[src/rtl/dct_row_collector.sv]
// Collects LANES-wide DCT butterfly vectors into a ROWS-slot block and hands the block downstream.
// Define DCT_ROW_PINGPONG_EN for a second bank so filling continues while a block waits to drain.
module dct_row_collector #(
   parameter int WIDTH = 8,
   parameter int LANES = 7,
   parameter int ROWS  = 4,
   parameter int SEL_W = $clog2(ROWS)
) (
   input  logic                        clk,
   input  logic                        rst_n,
   input  logic [LANES*WIDTH-1:0]      in_data,
   input  logic                        in_valid,
   output logic                        in_ready,
   input  logic [SEL_W-1:0]            Sele,
   input  logic                        sel_mode,
   output logic [ROWS*LANES*WIDTH-1:0] out_data,
   output logic                        out_valid,
   input  logic                        out_ready,
   output logic [ROWS-1:0]             row_valid,
   output logic                        overwrite_err
);

   localparam int ROW_W = LANES * WIDTH;
   localparam int BLK_W = ROWS * ROW_W;

   logic [BLK_W-1:0] out_data_q, out_data_d;
   logic [ROWS-1:0]  row_valid_q, row_valid_d;
   logic [SEL_W-1:0] ptr_q, ptr_d;
   logic             out_valid_q, out_valid_d;
   logic             in_ready_q, in_ready_d;
   logic             err_q, err_d;
   logic             mode_q, mode_d;

   logic             accept_s, drain_s, frame_empty_s, ext_s, wr_en_s;
   logic [SEL_W-1:0] slot_s;
`ifdef DCT_ROW_PINGPONG_EN
   logic [BLK_W-1:0] wr_data_q, wr_data_d;
   logic             wr_full_s, swap_s;
`endif

   assign accept_s      = in_valid && in_ready_q;
   assign drain_s       = out_valid_q && out_ready;
   assign frame_empty_s = (row_valid_q == {ROWS{1'b0}});
   // The first beat of a frame samples sel_mode directly; later beats use the latched mode.
   assign ext_s         = frame_empty_s ? sel_mode : mode_q;
   assign slot_s        = ext_s ? Sele : ptr_q;
   assign wr_en_s       = accept_s && (int'(slot_s) < ROWS);

   // Next-state for slots, pointer, mode, error flag and handshake.
   always_comb begin
      out_data_d  = out_data_q;
      row_valid_d = row_valid_q;
      ptr_d       = ptr_q;
      out_valid_d = out_valid_q;
      err_d       = err_q;
      mode_d      = mode_q;
      in_ready_d  = in_ready_q;
`ifdef DCT_ROW_PINGPONG_EN
      wr_data_d   = wr_data_q;
      wr_full_s   = 1'b0;
      swap_s      = 1'b0;
`endif
      if (accept_s) begin
         if (frame_empty_s) begin
            mode_d = sel_mode;
         end else begin
            mode_d = mode_q;
         end
         if (!ext_s) begin
            ptr_d = (ptr_q == SEL_W'(ROWS - 1)) ? {SEL_W{1'b0}} : ptr_q + SEL_W'(1);
         end else begin
            ptr_d = ptr_q;
         end
      end else begin
         mode_d = mode_q;
      end
      for (int r = 0; r < ROWS; r++) begin
         if (wr_en_s && (slot_s == SEL_W'(r))) begin
            row_valid_d[r] = 1'b1;
`ifdef DCT_ROW_PINGPONG_EN
            wr_data_d[r*ROW_W +: ROW_W] = in_data;
`else
            out_data_d[r*ROW_W +: ROW_W] = in_data;
`endif
            if (ext_s && row_valid_q[r]) begin
               err_d = 1'b1;
            end else begin
               err_d = err_d;
            end
         end else begin
            row_valid_d[r] = row_valid_d[r];
         end
      end
`ifdef DCT_ROW_PINGPONG_EN
      // A full write bank moves to the read side when that side is empty or draining now.
      wr_full_s = &row_valid_d;
      swap_s    = wr_full_s && (!out_valid_q || drain_s);
      if (swap_s) begin
         out_data_d  = wr_data_d;
         out_valid_d = 1'b1;
         row_valid_d = {ROWS{1'b0}};
         ptr_d       = {SEL_W{1'b0}};
      end else if (drain_s) begin
         out_valid_d = 1'b0;
      end else begin
         out_valid_d = out_valid_q;
      end
      in_ready_d = !(out_valid_d && (&row_valid_d));
`else
      if (drain_s) begin
         row_valid_d = {ROWS{1'b0}};
         ptr_d       = {SEL_W{1'b0}};
         out_valid_d = 1'b0;
      end else begin
         out_valid_d = &row_valid_d;
      end
      in_ready_d = !out_valid_d;
`endif
   end

   // State registers; in_ready comes up on the first edge after reset release.
   always_ff @(posedge clk or negedge rst_n) begin
      if (!rst_n) begin
         out_data_q  <= {BLK_W{1'b0}};
         row_valid_q <= {ROWS{1'b0}};
         ptr_q       <= {SEL_W{1'b0}};
         out_valid_q <= 1'b0;
         in_ready_q  <= 1'b0;
         err_q       <= 1'b0;
         mode_q      <= 1'b0;
      end else begin
         out_data_q  <= out_data_d;
         row_valid_q <= row_valid_d;
         ptr_q       <= ptr_d;
         out_valid_q <= out_valid_d;
         in_ready_q  <= in_ready_d;
         err_q       <= err_d;
         mode_q      <= mode_d;
      end
   end

`ifdef DCT_ROW_PINGPONG_EN
   // Write bank storage.
   always_ff @(posedge clk or negedge rst_n) begin
      if (!rst_n) begin
         wr_data_q <= {BLK_W{1'b0}};
      end else begin
         wr_data_q <= wr_data_d;
      end
   end
`endif

   assign out_data      = out_data_q;
   assign row_valid     = row_valid_q;
   assign out_valid     = out_valid_q;
   assign in_ready      = in_ready_q;
   assign overwrite_err = err_q;

endmodule

[config.mk]
export PLATFORM = sky130hd
export DESIGN_NAME = dct_row_collector
export DESIGN_NICKNAME = d
export VERILOG_FILES = /design/src/rtl/dct_row_collector.sv
export SDC_FILE = /design/constraint.sdc
export NUM_CORES = 1
export LEC_CHECK = 0
export CAP_MARGIN = 20
export CORE_AREA = 4 4 186 143
export CTS_CLUSTER_DIAMETER = 200
export DETAILED_ROUTE_END_ITERATION = 10
export DIE_AREA = 0 0 190 147
export PLACE_DENSITY = 0.66
export SYNTH_ARGS = -nofsm -noshare
export SYNTH_HDL_FRONTEND = slang
export SYNTH_SLANG_ARGS = --single-unit
[constraint.sdc]
create_clock -name clk -period 3.4 [get_ports clk]
set_clock_uncertainty 0.2 [all_clocks]
set_input_delay 0.68 -clock clk [delete_from_list [all_inputs] [get_ports clk]]
set_output_delay 0.68 -clock clk [all_outputs]
set_load 0.02 [all_outputs]
-- Yosys cells after proc, flatten, opt, wreduce, memory -nomap -nowiden
Index checks and enable logic that the tools add are counted.
- output and inout bits: 231
- logic and storage cells: 52
- memories kept: 0
- latch bits: 0
- memory bits (read-only): 0
- flip-flop bits (word level): 234
- input port bits: 63
- memory bits (writable): 0
- div/mod/pow operators: 0
- mux-type cells: 20
- equal/unequal tests: 5
- reduce and logical (&&, ||, !) cells: 16
- shift operators: 0
- multiply operators: 0
- order comparisons: 0
- bitwise logic cells: 0
- add/subtract/negate cells: 1
- operators with widths (operator ; number):
    1-bit 2-to-1 mux ; 14
    1-bit logical AND ; 10
    2-bit 2-to-1 mux ; 5
    2-bit equality test, second input constant ; 3
    4-bit logical NOT ; 1
    4-bit 2-to-1 mux ; 1
    4-bit AND reduction ; 1
    2-bit by 1-bit adder with 2-bit output, second input constant ; 1
    2-bit by 1-bit equality test with 1-bit output, second input constant ; 1
    2-bit logical NOT ; 1
    2-bit inequality test, second input constant ; 1
    2-bit AND reduction ; 1
    2-bit nonzero test ; 1
    1-bit logical NOT ; 1

-- Longest topological paths before layout
Gate-level depths: netlist of run 1.
- depth in word-level cells: 12
- depth in mapped cells: 8
- mapped depth without buffers: 5

-- Worst setup path after synthesis of run 1
No wires, ideal clock.
- path kind: register to register
- from: register row_valid_q[1] (netlist: row_valid[1])
- to: register out_data_q[100] (netlist: out_data[100])
- cell stages (with the launch flop): 8
- arrival: 2303 ps
- path buffers: 3
- data required time: 3075 ps
- library setup time: 125 ps
- clock period less this slack: 2628 ps
- slack: 772 ps
- path through: dfrtp_1 > nor4_1 > buf_4 > mux2_2 > a21oi_1 > buf_2 > buf_2 > mux2_2
- word-level cells in the longest chain between the ends: 5
- RTL lines (item ; line ; source):
    start: declaration ; 27 ; logic [ROWS-1:0] row_valid_q, row_valid_d;
    start signal: assignment ; 125 ; row_valid_q <= {ROWS{1'b0}};
    start signal: assignment ; 133 ; row_valid_q <= row_valid_d;
    4-bit logical NOT ; 43 ; assign frame_empty_s = (row_valid_q == {ROWS{1'b0}});
    1-bit 2-to-1 mux ; n/a ;
    2-bit 2-to-1 mux ; 46 ; assign slot_s = ext_s ? Sele : ptr_q;
    2-bit by 1-bit equality test with 1-bit output ; 78 ; if (wr_en_s && (slot_s == SEL_W'(r))) begin
    1-bit logical AND ; 78 ;
    end signal: assignment ; 124 ; out_data_q <= {BLK_W{1'b0}};
    end signal: assignment ; 132 ; out_data_q <= out_data_d;
    end: declaration ; 26 ; logic [BLK_W-1:0] out_data_q, out_data_d;
No other way between the ends.
A chain may end at the register's enable or synchronous reset.

-- Worst setup path after layout of run 1
- from: input sel_mode
- to: register out_data_q[8] (netlist: out_data[8])
- word-level cells in the longest chain between the ends: 4
- RTL lines (item ; line ; source):
    start: declaration ; 15 ; input logic sel_mode,
    1-bit 2-to-1 mux ; n/a ;
    2-bit 2-to-1 mux ; 46 ;
    2-bit logical NOT ; 78 ;
    1-bit logical AND ; 78 ;
No other way between the ends.

==> impl_metrics.prom, run 1 <==
# TYPE chip_impl_metric gauge
chip_impl_info{name="status",value="finished, final reports clean"} 1
chip_impl_metric{name="final-setup-viol-count",unit=""} 0
chip_impl_metric{name="netlist-cell-type-count",unit=""} 32
chip_impl_metric{name="synth_enable_flop_cells",unit=""} 0
chip_impl_metric{name="number_of_global_route_vias_before_repair",unit=""} 6049
chip_impl_metric{name="cts_inserted_buffers",unit=""} 24
chip_impl_metric{name="largest_net_degree_at_the_start_of_global_routing",unit=""} 101
chip_impl_metric{name="rr_worst_depth",unit=""} 6
chip_impl_info{name="tritoncts",value="yes"} 1
chip_impl_metric{name="post_drt_wl_per_cell",unit="um"} 19.1
chip_impl_metric{name="timing_worst_slew_pin_value",unit="ns"} 0.577
chip_impl_metric{name="drt_pass1_iterations",unit=""} 4
chip_impl_metric{name="postSynthRegisterBits",unit=""} 234
chip_impl_metric{name="drv_cap",unit=""} 0
chip_impl_metric{name="std_cell_rows",unit=""} 50
chip_impl_info{name="dominantRegCellSynth",value="sky130_fd_sc_hd__dfrtp_1"} 1
chip_impl_metric{name="routabilityCongestion",unit=""} 0.736
chip_impl_metric{name="power-per-cell-area",unit="nW/um2"} 1120
chip_impl_metric{name="postCtsSetupRepairBufs",unit=""} 0
chip_impl_metric{name="min_delay_path_depth",unit=""} 1
chip_impl_metric{name="overflow",unit=""} 0
chip_impl_metric{name="die_area",unit="um2"} 27900
chip_impl_metric{name="fmax",unit="MHz"} 383
chip_impl_metric{name="numClockSinks",unit=""} 234
chip_impl_metric{name="antenna_found_initial",unit=""} 0
chip_impl_metric{name="final.setup.tns",unit="ns"} 0
chip_impl_metric{name="finalMaxSlewViolations",unit=""} 0
chip_impl_metric{name="synth.avg_cell_area",unit="um2"} 16.6
chip_impl_metric{name="required",unit="ns"} 3.58
chip_impl_metric{name="p_leak",unit="nW"} 5.51
chip_impl_metric{name="period_utilisation_layout",unit=""} 0.768
chip_impl_metric{name="start_util",unit=""} 0.366
chip_impl_info{name="most-common-layout-cells",value="292 x sky130_fd_sc_hd__clkdlybuf4s50_1, 234 x sky130_fd_sc_hd__dfrtp_1, 197 x sky130_fd_sc_hd__mux2_2"} 1
chip_impl_info{name="layout.cells.most_common",value="sky130_fd_sc_hd__clkdlybuf4s50_1"} 1
chip_impl_metric{name="crit_fanout",unit=""} 22
chip_impl_metric{name="grt_pass1_wl",unit="mm"} 36.2
chip_impl_metric{name="nets",unit=""} 914
chip_impl_metric{name="cts_clk_pin_slew_worst_paths",unit="ns"} 0.06
chip_impl_metric{name="hold_viol_final",unit=""} 0
chip_impl_metric{name="ctsResizeCount",unit=""} 0
chip_impl_metric{name="r2r_setup_slack",unit="ns"} 0.82
chip_impl_metric{name="critPathArrivalTime",unit="ns"} 2.79
chip_impl_metric{name="drc",unit=""} 0
chip_impl_metric{name="slew_headroom",unit=""} 0.616
chip_impl_info{name="grt_setup_unrepaired",value="no"} 1
chip_impl_metric{name="syn-cell-area",unit="um2"} 9050
chip_impl_metric{name="areaGrowthSynthToFinish",unit="%"} 46.2
chip_impl_metric{name="placed_cells",unit=""} 1161
chip_impl_metric{name="post_dr_vias_cell",unit=""} 4.75
chip_impl_metric{name="vdd_ir_drop_max",unit="uV"} 633
chip_impl_metric{name="placeableCoreArea",unit="um2"} 24700
chip_impl_metric{name="clockBufferDepth",unit=""} 3
chip_impl_info{name="timing_worst_setup_path_type",value="input pin to flip-flop"} 1
chip_impl_info{name="hp-class",value="flip-flop to flip-flop"} 1
chip_impl_metric{name="detailedPlacementHpwl",unit="mm"} 15.9
chip_impl_metric{name="synth_sequential_area_ratio",unit=""} 0.647
chip_impl_info{name="clk_root_buffer_cell",value="sky130_fd_sc_hd__clkbuf_16"} 1
chip_impl_info{name="worst_setup_path_start_kind",value="input pin"} 1
chip_impl_metric{name="share_of_flip_flops_with_an_asynchronous_set_or_reset",unit=""} 1.00
chip_impl_metric{name="io_pins",unit=""} 294
chip_impl_metric{name="cts_htree_levels",unit=""} 1
chip_impl_metric{name="num_antenna_cells",unit=""} 0
chip_impl_metric{name="finalCriticalPeriod",unit="ns"} 2.61
chip_impl_metric{name="vias",unit=""} 5716
chip_impl_metric{name="portBuffers",unit=""} 293
chip_impl_metric{name="synth-warning-count",unit=""} 0
chip_impl_metric{name="final_cell_count_no_fill",unit=""} 1204
chip_impl_metric{name="detail_route.wirelength",unit="mm"} 23.0
chip_impl_metric{name="insertion_delay",unit="ns"} 0.51
chip_impl_metric{name="synth_fp_nets",unit=""} 610
chip_impl_metric{name="post_route_cells_drive_above_1_share",unit=""} 0.321
chip_impl_metric{name="dieWidth",unit="um"} 190
chip_impl_metric{name="drt_iter0_drc",unit=""} 131
chip_impl_info{name="critPathCaptureType",value="flip-flop"} 1
chip_impl_metric{name="post_synth_inst_count",unit=""} 546
chip_impl_metric{name="global_route.usage.total",unit=""} 0.162
chip_impl_metric{name="post_cts_hold_buffer_count",unit=""} 1
chip_impl_metric{name="totalPowerFinal",unit="mW"} 14.8
chip_impl_metric{name="die_height",unit="um"} 147
chip_impl_metric{name="number_of_nets_with_antenna_violations_after_routing",unit=""} 0
## kinds of logic after synthesis
kind of cell | share of synthesized area
muxes | 0.299
buffers and inverters | 0.0203
DFF | 0.647
AOI/OAI and AO/OA | 0.0106
and+or+nand+nor | 0.0221
adders and majority gates | 0.00138
## area by class of cell
| class | count | area (um2) |
|---|---|---|
| Timing Repair Buffer | 307 | 3130 |
| Clock inverter | 4 | 45.0 |
| Fill cell | 2054 | 11500 |
| Clock buffer | 38 | 704 |
| Multi-Input combinational cell | 281 | 3070 |
| Sequential cell | 234 | 5860 |
| Tap cell | 338 | 423 |
| Inverter | 2 | 7.51 |
## routing by layer
| layer | global-route usage | routed length (um) | part of all wire | vias to the layer above |
|---|---|---|---|---|
| li1 | - | - | - | 2558 |
| met1 | 0.225 | 10200 | 0.45 | 2913 |
| met2 | 0.237 | 9690 | 0.42 | 212 |
| met3 | 0.0710 | 2600 | 0.11 | 33 |
| met4 | 0.0322 | 455 | 0.020 | 0 |
| met5 | 0 | 0 | 0 | - |
## sequential cells by signal, indices dropped and copies added, names as in the netlist
| register | cells |
|---|---|
| mode_q | 1 |
| out_data | 224 |
| in_ready | 1 |
| ptr_q | 2 |
| out_valid | 1 |
| overwrite_err | 1 |
| row_valid | 4 |
## power by group
group          switching, mW  total [mW]  internal, mW
Combinational           3.37        7.24          3.87
Sequential             0.792        5.01          4.21
Clock                   1.03        2.52          1.49
Total                   5.19        14.8          9.58
## metrics by stage
step           utilization  setup WS, ns  cell area, um2  hold WS, ns
2_1_floorplan            -         0.772            9050        0.184
3_3_place_gp         0.505         0.324           12500        0.284
3_5_place_dp         0.505         0.297           12500        0.278
4_1_cts              0.536         0.817           13200        0.307
5_1_grt              0.536         0.728           13200        0.315
6_report             0.536         0.789           13200        0.300
## critical path, cell delays in order
cell	delay (ns)
sky130_fd_sc_hd__clkdlybuf4s50_1	0.67
sky130_fd_sc_hd__nor3b_1	0.22
sky130_fd_sc_hd__o21ai_0	0.22
sky130_fd_sc_hd__a21oi_4	0.25
sky130_fd_sc_hd__buf_4	0.36
sky130_fd_sc_hd__mux2_2	0.38
## cells in the mapped netlist (2+ instances only)
library cell | count | area [um2]
sky130_fd_sc_hd__and2_1 | 2 | 12.5
sky130_fd_sc_hd__buf_4 | 4 | 30.0
sky130_fd_sc_hd__nand2_1 | 4 | 15.0
sky130_fd_sc_hd__nand3_1 | 2 | 10.0
sky130_fd_sc_hd__a21oi_1 | 5 | 25.0
sky130_fd_sc_hd__mux2_2 | 197 | 2220
sky130_fd_sc_hd__mux2_4 | 29 | 435
sky130_fd_sc_hd__nor3_1 | 3 | 15.0
sky130_fd_sc_hd__inv_1 | 2 | 7.51
sky130_fd_sc_hd__mux2i_1 | 5 | 50.1
sky130_fd_sc_hd__buf_6 | 4 | 45.0
sky130_fd_sc_hd__nand3b_1 | 2 | 15.0
sky130_fd_sc_hd__clkbuf_1 | 2 | 7.51
sky130_fd_sc_hd__o21bai_1 | 3 | 22.5
sky130_fd_sc_hd__nor2_1 | 9 | 33.8
sky130_fd_sc_hd__nor3b_1 | 6 | 45.0
sky130_fd_sc_hd__dfrtp_1 | 234 | 5860
sky130_fd_sc_hd__or3_1 | 2 | 12.5
sky130_fd_sc_hd__buf_2 | 18 | 90.1
## path summary, 6_finish.rpt
path                                     from             to
worst max-delay path                 sel_mode    out_data[8]
worst min register to register  overwrite_err  overwrite_err
max in group asynchronous               rst_n   out_data[53]
worst max register to register   row_valid[1]  out_data[206]
min in group asynchronous               rst_n   out_data[46]
worst min-delay path            overwrite_err  overwrite_err
Power figures use the tool's default switching activity.
==> inputs of run 2 (changes only) <==
clock period = 2.73 ns   (was 3.4 ns; I/O delays follow)
==> run 2 against run 1 <==
Count of clock-buffer cells in the layout down 5; power is 28% higher; sequential power up 24%; utilization increased by 1.1 points; critical endpoint is now out_data[71]; largest cell class unchanged; highest routed layer unchanged.
==> impl_metrics.prom, run 2 (same netlist as run 1, synthesis figures left out) <==
# TYPE chip_impl_metric gauge
chip_impl_metric{name="vias",unit=""} 5746
chip_impl_metric{name="cts_clk_pin_slew_worst_paths",unit="ns"} 0.06
chip_impl_metric{name="placement.setup.worst_slack",unit="ns"} -0.173
chip_impl_metric{name="die_area",unit="um2"} 27900
chip_impl_metric{name="netSwitchingPower",unit="mW"} 6.53
chip_impl_metric{name="hold_viol_final",unit=""} 0
chip_impl_metric{name="drc",unit=""} 0
chip_impl_metric{name="drv_cap",unit=""} 0
chip_impl_metric{name="period_utilisation_layout",unit=""} 0.926
chip_impl_info{name="hp-class",value="flip-flop to flip-flop"} 1
chip_impl_metric{name="die_height",unit="um"} 147
chip_impl_metric{name="p_int",unit="mW"} 12.3
chip_impl_info{name="layout.cells.most_common",value="sky130_fd_sc_hd__clkdlybuf4s50_1"} 1
chip_impl_metric{name="cts_inserted_buffers",unit=""} 25
chip_impl_metric{name="fill_cells",unit=""} 2062
chip_impl_metric{name="final.setup.tns",unit="ns"} 0
chip_impl_metric{name="critPathArrivalTime",unit="ns"} 2.72
chip_impl_metric{name="finalMaxSlewViolations",unit=""} 0
chip_impl_info{name="most-common-layout-cells",value="292 x sky130_fd_sc_hd__clkdlybuf4s50_1, 234 x sky130_fd_sc_hd__dfrtp_1, 197 x sky130_fd_sc_hd__mux2_2"} 1
chip_impl_metric{name="slew_headroom",unit=""} 0.657
chip_impl_metric{name="combinational_share_of_power",unit=""} 0.477
chip_impl_metric{name="dieWidth",unit="um"} 190
chip_impl_metric{name="number_of_nets_with_antenna_violations_after_routing",unit=""} 0
chip_impl_metric{name="drt_pass1_iterations",unit=""} 4
chip_impl_metric{name="worst_path_largest_cell_delay",unit="ns"} 0.42
chip_impl_metric{name="timing_worst_slew_pin_value",unit="ns"} 0.515
chip_impl_metric{name="cts_htree_levels",unit=""} 1
chip_impl_info{name="worst_setup_path_start_kind",value="flip-flop"} 1
chip_impl_metric{name="largest_net_degree_at_the_start_of_global_routing",unit=""} 63
chip_impl_metric{name="global_route.usage.total",unit=""} 0.164
chip_impl_metric{name="areaGrowthSynthToFinish",unit="%"} 49.1
chip_impl_metric{name="post_drt_wl_per_cell",unit="um"} 19.3
chip_impl_metric{name="grt_pass1_wl",unit="mm"} 37.0
chip_impl_metric{name="antenna_found_initial",unit=""} 0
chip_impl_metric{name="power-per-cell-area",unit="nW/um2"} 1400
chip_impl_metric{name="routabilityCongestion",unit=""} 0.775
chip_impl_metric{name="detailedPlacementHpwl",unit="mm"} 16.4
chip_impl_metric{name="crit_fanout",unit=""} 29
chip_impl_metric{name="std_cell_rows",unit=""} 50
chip_impl_info{name="timing.rr.start",value="row_valid[1]"} 1
chip_impl_metric{name="post_route_cells_drive_above_1_share",unit=""} 0.337
chip_impl_metric{name="num_antenna_cells",unit=""} 0
chip_impl_info{name="tritoncts",value="yes"} 1
chip_impl_metric{name="fmax",unit="MHz"} 396
chip_impl_metric{name="numClockSinks",unit=""} 234
chip_impl_metric{name="vdd_ir_drop_max",unit="uV"} 762
chip_impl_info{name="holdCritStartpoint",value="overwrite_err"} 1
chip_impl_metric{name="insertion_delay",unit="ns"} 0.51
chip_impl_metric{name="final_critical_path_setup_slack",unit="ns"} 0.202
chip_impl_metric{name="placeableCoreArea",unit="um2"} 24700
chip_impl_metric{name="switching_share",unit=""} 0.346
chip_impl_info{name="crit_chain",value="nor4_2 -> buf_4 -> mux2_2 -> a21oi_4 -> buf_12 -> mux2_2"} 1
chip_impl_metric{name="postCtsSetupRepairBufs",unit=""} 0
chip_impl_metric{name="detail_route.wirelength",unit="mm"} 23.4
chip_impl_info{name="startpoint",value="row_valid[1]"} 1
chip_impl_metric{name="portBuffers",unit=""} 293
chip_impl_info{name="grt_setup_unrepaired",value="no"} 1
chip_impl_metric{name="number_of_global_route_vias_before_repair",unit=""} 6238
chip_impl_metric{name="finalCriticalPeriod",unit="ns"} 2.53
chip_impl_info{name="critPathCaptureType",value="flip-flop"} 1
chip_impl_metric{name="post_dr_vias_cell",unit=""} 4.73
chip_impl_metric{name="overflow",unit=""} 0
chip_impl_info{name="clk_root_buffer_cell",value="sky130_fd_sc_hd__clkbuf_16"} 1
chip_impl_metric{name="nets",unit=""} 924
chip_impl_metric{name="p_leak",unit="nW"} 5.64
chip_impl_metric{name="clockBufferDepth",unit=""} 3
chip_impl_metric{name="clock_power_frac",unit=""} 0.192
chip_impl_metric{name="required",unit="ns"} 2.92
chip_impl_metric{name="finalHoldWorstSlack",unit="ns"} 0.279
chip_impl_metric{name="drt_iter0_drc",unit=""} 190
chip_impl_metric{name="post-route-util",unit=""} 0.546
chip_impl_info{name="timing_worst_setup_path_type",value="flip-flop to flip-flop"} 1
chip_impl_metric{name="final-setup-viol-count",unit=""} 0
chip_impl_metric{name="io_pins",unit=""} 294
chip_impl_metric{name="largest_reg_flops",unit=""} 224
chip_impl_metric{name="seq_power_share",unit=""} 0.331
chip_impl_info{name="critical_path.most_common_cell",value="sky130_fd_sc_hd__mux2_2"} 1
chip_impl_metric{name="start_util",unit=""} 0.366
chip_impl_info{name="critical_path.slowest_cell",value="sky130_fd_sc_hd__dfrtp_1"} 1
chip_impl_info{name="status",value="finished, final reports clean"} 1
[run 2: final cells by class]
class	count	area (um2)	share of cell area
inverter	2	7.51	0.000556
multi-input combinational	281	3070	0.227
sequential	234	5860	0.434
clock inverter	12	199	0.0147
timing repair buffer	316	3250	0.241
clock buffer	33	696	0.0515
tap	338	423	0.0313
[run 2: power by group through the flow]
stage	logic (mW)	registers [mW]	clock network [mW]
3_5_place_dp	9.08	6.28	0
4_1_cts	9.11	6.25	3.73
2_1_floorplan	2.47	8.33	0
3_3_place_gp	9.00	6.23	0
6_report	9.00	6.23	3.62
5_1_grt	9.48	6.48	3.87
[run 2: timing repair]
item / in CTS / in global routing
gates resized for setup: 0 / 1
endpoints found under the hold margin: 57 / 0
hold buffers: 1 / 0
endpoints found under the setup margin: 0 / 1
[run 2: critical path: cells and delay by family, from the launching register on]
family	cells	cell delay, ns
simple gates	1	0.28
compound gates	1	0.25
flops	1	0.42
mux	2	0.76
buf+inv	2	0.48
[run 2: worst paths after layout]
| path | endpoint | slack (ns) | cells past startpoint |
|---|---|---|---|
| min in group asynchronous | out_data[47] | 0.38 | 2 |
| setup / recovery | out_data[71] | 0.20 | 6 |
| hold reg to reg | overwrite_err | 0.28 | 1 |
| hold / removal | overwrite_err | 0.28 | 1 |
| max in group asynchronous | out_data[37] | 1.20 | 3 |
| setup reg to reg | out_data[71] | 0.20 | 6 |
[run 2: through the flow]
| step | total power [mW] | instances | area, um2 |
|---|---|---|---|
| 4_1_cts | 19.1 | 1216 | 13500 |
| 3_5_place_dp | 15.4 | 1170 | 12600 |
| 5_1_grt | 19.8 | 1216 | 13500 |
| 6_report | 18.9 | 1216 | 13500 |
| 3_3_place_gp | 15.2 | 1170 | 12600 |
| 2_1_floorplan | 10.8 | 546 | 9050 |
[run 2: per-layer routing]
layer,wire length (um),GRT usage
met2,10000,0.244
met3,2400,0.0691
met4,444,0.0340
met5,0,0
met1,10600,0.226
==> inputs of run 3 (changes only) <==
--- a/config.mk
+++ b/config.mk
@@ -8,6 +8,6 @@
 export CAP_MARGIN = 20
-export CORE_AREA = 4 4 186 143
+export CORE_AREA = 2 2 184 141
 export CTS_CLUSTER_DIAMETER = 200
 export DETAILED_ROUTE_END_ITERATION = 10
-export DIE_AREA = 0 0 190 147
+export DIE_AREA = 0 0 186 143
 export PLACE_DENSITY = 0.66
--- a/constraint.sdc
+++ b/constraint.sdc
@@ -4,2 +4,2 @@
 set_output_delay 0.546 -clock clk [all_outputs]
-set_load 0.02 [all_outputs]
+set_load 0.05 [all_outputs]
==> run 3 against run 2 <==
Register-to-register slack worse by 0.05 ns; critical path type unchanged; non-clock buffer count down 1; critical endpoint is now in_ready; first-iteration DRC count up 28%; flip-flop and latch count unchanged; routed wire length down 2.2%; worst hold slack better by 0.024 ns; largest cell class unchanged; fmax down 1.8%; utilization down 0.40 points; final cell count down 0.33%; worst setup slack worse by 0.046 ns; die area down 4.8%.
==> impl_metrics.prom, run 3 (same netlist as run 1, synthesis figures left out) <==
# TYPE chip_impl_metric gauge
chip_impl_metric{name="post_route_cells_drive_above_1_share",unit=""} 0.336
chip_impl_info{name="most-common-layout-cells",value="292 x sky130_fd_sc_hd__clkdlybuf4s50_1, 232 x sky130_fd_sc_hd__dfrtp_1, 197 x sky130_fd_sc_hd__mux2_2"} 1
chip_impl_metric{name="global_route.usage.total",unit=""} 0.173
chip_impl_metric{name="postCtsSetupRepairBufs",unit=""} 0
chip_impl_metric{name="fill_cells",unit=""} 2035
chip_impl_metric{name="drv_cap",unit=""} 0
chip_impl_metric{name="number_of_nets_with_antenna_violations_after_routing",unit=""} 0
chip_impl_metric{name="finalMaxSlewViolations",unit=""} 0
chip_impl_metric{name="finalHoldWorstSlack",unit="ns"} 0.303
chip_impl_metric{name="drt_pass1_iterations",unit=""} 4
chip_impl_metric{name="largest_net_degree_at_the_start_of_global_routing",unit=""} 60
chip_impl_info{name="critPathCaptureType",value="flip-flop"} 1
chip_impl_metric{name="vias",unit=""} 5722
chip_impl_metric{name="numClockSinks",unit=""} 234
chip_impl_metric{name="detailedPlacementHpwl",unit="mm"} 15.8
chip_impl_metric{name="crit_fanout",unit=""} 11
chip_impl_metric{name="rr_worst_depth",unit=""} 6
chip_impl_metric{name="required",unit="ns"} 2.92
chip_impl_metric{name="areaGrowthSynthToFinish",unit="%"} 48.0
chip_impl_metric{name="drc",unit=""} 0
chip_impl_metric{name="timing_worst_slew_pin_value",unit="ns"} 0.570
chip_impl_metric{name="sequential_cell_area",unit="um2"} 5860
chip_impl_metric{name="finalCriticalPeriod",unit="ns"} 2.57
chip_impl_metric{name="post_dr_vias_cell",unit=""} 4.72
chip_impl_metric{name="nets",unit=""} 923
chip_impl_metric{name="dieWidth",unit="um"} 186
chip_impl_info{name="tritoncts",value="yes"} 1
chip_impl_metric{name="total_area_of_multi_input_combinational_cells",unit="um2"} 3060
chip_impl_metric{name="die_area",unit="um2"} 26600
chip_impl_metric{name="hold_viol_final",unit=""} 0
chip_impl_metric{name="num_antenna_cells",unit=""} 0
chip_impl_metric{name="insertion_delay",unit="ns"} 0.51
chip_impl_metric{name="min_delay_path_depth",unit=""} 1
chip_impl_info{name="worst_setup_path_start_kind",value="flip-flop"} 1
chip_impl_info{name="hp-class",value="flip-flop to flip-flop"} 1
chip_impl_metric{name="cts_clk_pin_slew_worst_paths",unit="ns"} 0.06
chip_impl_metric{name="portBuffers",unit=""} 293
chip_impl_metric{name="final-setup-viol-count",unit=""} 0
chip_impl_metric{name="cts_inserted_buffers",unit=""} 25
chip_impl_metric{name="start_util",unit=""} 0.366
chip_impl_info{name="status",value="finished, final reports clean"} 1
chip_impl_info{name="layout.cells.most_common",value="sky130_fd_sc_hd__clkdlybuf4s50_1"} 1
chip_impl_metric{name="overflow",unit=""} 0
chip_impl_metric{name="die_height",unit="um"} 143
chip_impl_metric{name="critPathArrivalTime",unit="ns"} 2.76
chip_impl_metric{name="period_utilisation_layout",unit=""} 0.943
chip_impl_metric{name="drt_iter0_drc",unit=""} 243
chip_impl_info{name="grt_setup_unrepaired",value="no"} 1
chip_impl_metric{name="fmax",unit="MHz"} 388
chip_impl_metric{name="io_pins",unit=""} 294
chip_impl_metric{name="grt_pass1_wl",unit="mm"} 35.7
chip_impl_metric{name="placeableCoreArea",unit="um2"} 24700
chip_impl_metric{name="cts_htree_levels",unit=""} 1
chip_impl_info{name="clk_root_buffer_cell",value="sky130_fd_sc_hd__clkbuf_16"} 1
chip_impl_metric{name="antenna_found_initial",unit=""} 0
chip_impl_metric{name="slew_headroom",unit=""} 0.619
chip_impl_metric{name="clockBufferDepth",unit=""} 3
chip_impl_metric{name="post_drt_wl_per_cell",unit="um"} 18.9
chip_impl_metric{name="std_cell_rows",unit=""} 50
chip_impl_info{name="timing_worst_setup_path_type",value="flip-flop to flip-flop"} 1
chip_impl_metric{name="routabilityCongestion",unit=""} 0.748
chip_impl_metric{name="number_of_global_route_vias_before_repair",unit=""} 6021
chip_impl_metric{name="detail_route.wirelength",unit="mm"} 22.9
chip_impl_metric{name="largest_reg_flops",unit=""} 224
## run 3: changes by cell type in the layout (fill, tap and decap cells not counted), sizes merged
cell and change:
bufinv -4, clkinv -1, clkbuf +2, buf -1
## run 3: worst paths after layout
path	from	slack (ns)	endpoint
hold / removal	out_data[100]	0.30	out_data[100]
min in group asynchronous	rst_n	0.37	out_data[51]
hold reg to reg	out_data[100]	0.30	out_data[100]
setup / recovery	row_valid[1]	0.16	in_ready
max in group asynchronous	rst_n	1.24	row_valid[1]
setup reg to reg	row_valid[1]	0.16	in_ready
## run 3: layer usage
layer	vias up	wire length [um]	GRT usage
li1	2583	-	-
met1	2867	10700	0.246
met2	232	9320	0.242
met3	40	2370	0.0691
met4	0	572	0.0481
met5	-	0	0
## run 3: timing repair
action	CTS	global route
hold buffers	1	0
gates resized for setup	0	0
endpoints found under the hold margin	54	0
endpoints found under the setup margin	0	0
## run 3: critical path: stages, from the launching register on
cell	delay (ns)
sky130_fd_sc_hd__dfrtp_2	0.44
sky130_fd_sc_hd__nor4_1	0.28
sky130_fd_sc_hd__buf_4	0.23
sky130_fd_sc_hd__or3b_1	0.41
sky130_fd_sc_hd__a31o_4	0.29
sky130_fd_sc_hd__a2bb2o_2	0.27
sky130_fd_sc_hd__or3_1	0.32
## run 3: final cells by class
cell class | count | area share
Sequential cell | 234 | 0.437
Multi-Input combinational cell | 281 | 0.228
Timing Repair Buffer | 315 | 0.243
Clock inverter | 7 | 0.00467
Clock buffer | 35 | 0.0547
Tap cell | 338 | 0.0316
Inverter | 2 | 0.000560
## run 3: stage by stage
step	TNS (ns)	instances	instance area, um2	setup WS [ns]	util
detailed placement	-12.15	1169	12600	-0.109	0.510
finish	0	1212	13400	0.156	0.542
global placement	-8.64	1169	12600	-0.0834	0.510
global route	0	1212	13400	0.0392	0.542
CTS	0	1212	13400	0.157	0.542
floorplan	0	546	9050	0.00311	-
Power of run 3 is not shown: default switching activity piles up to over one toggle a cycle in this logic, so the estimate is an artifact.
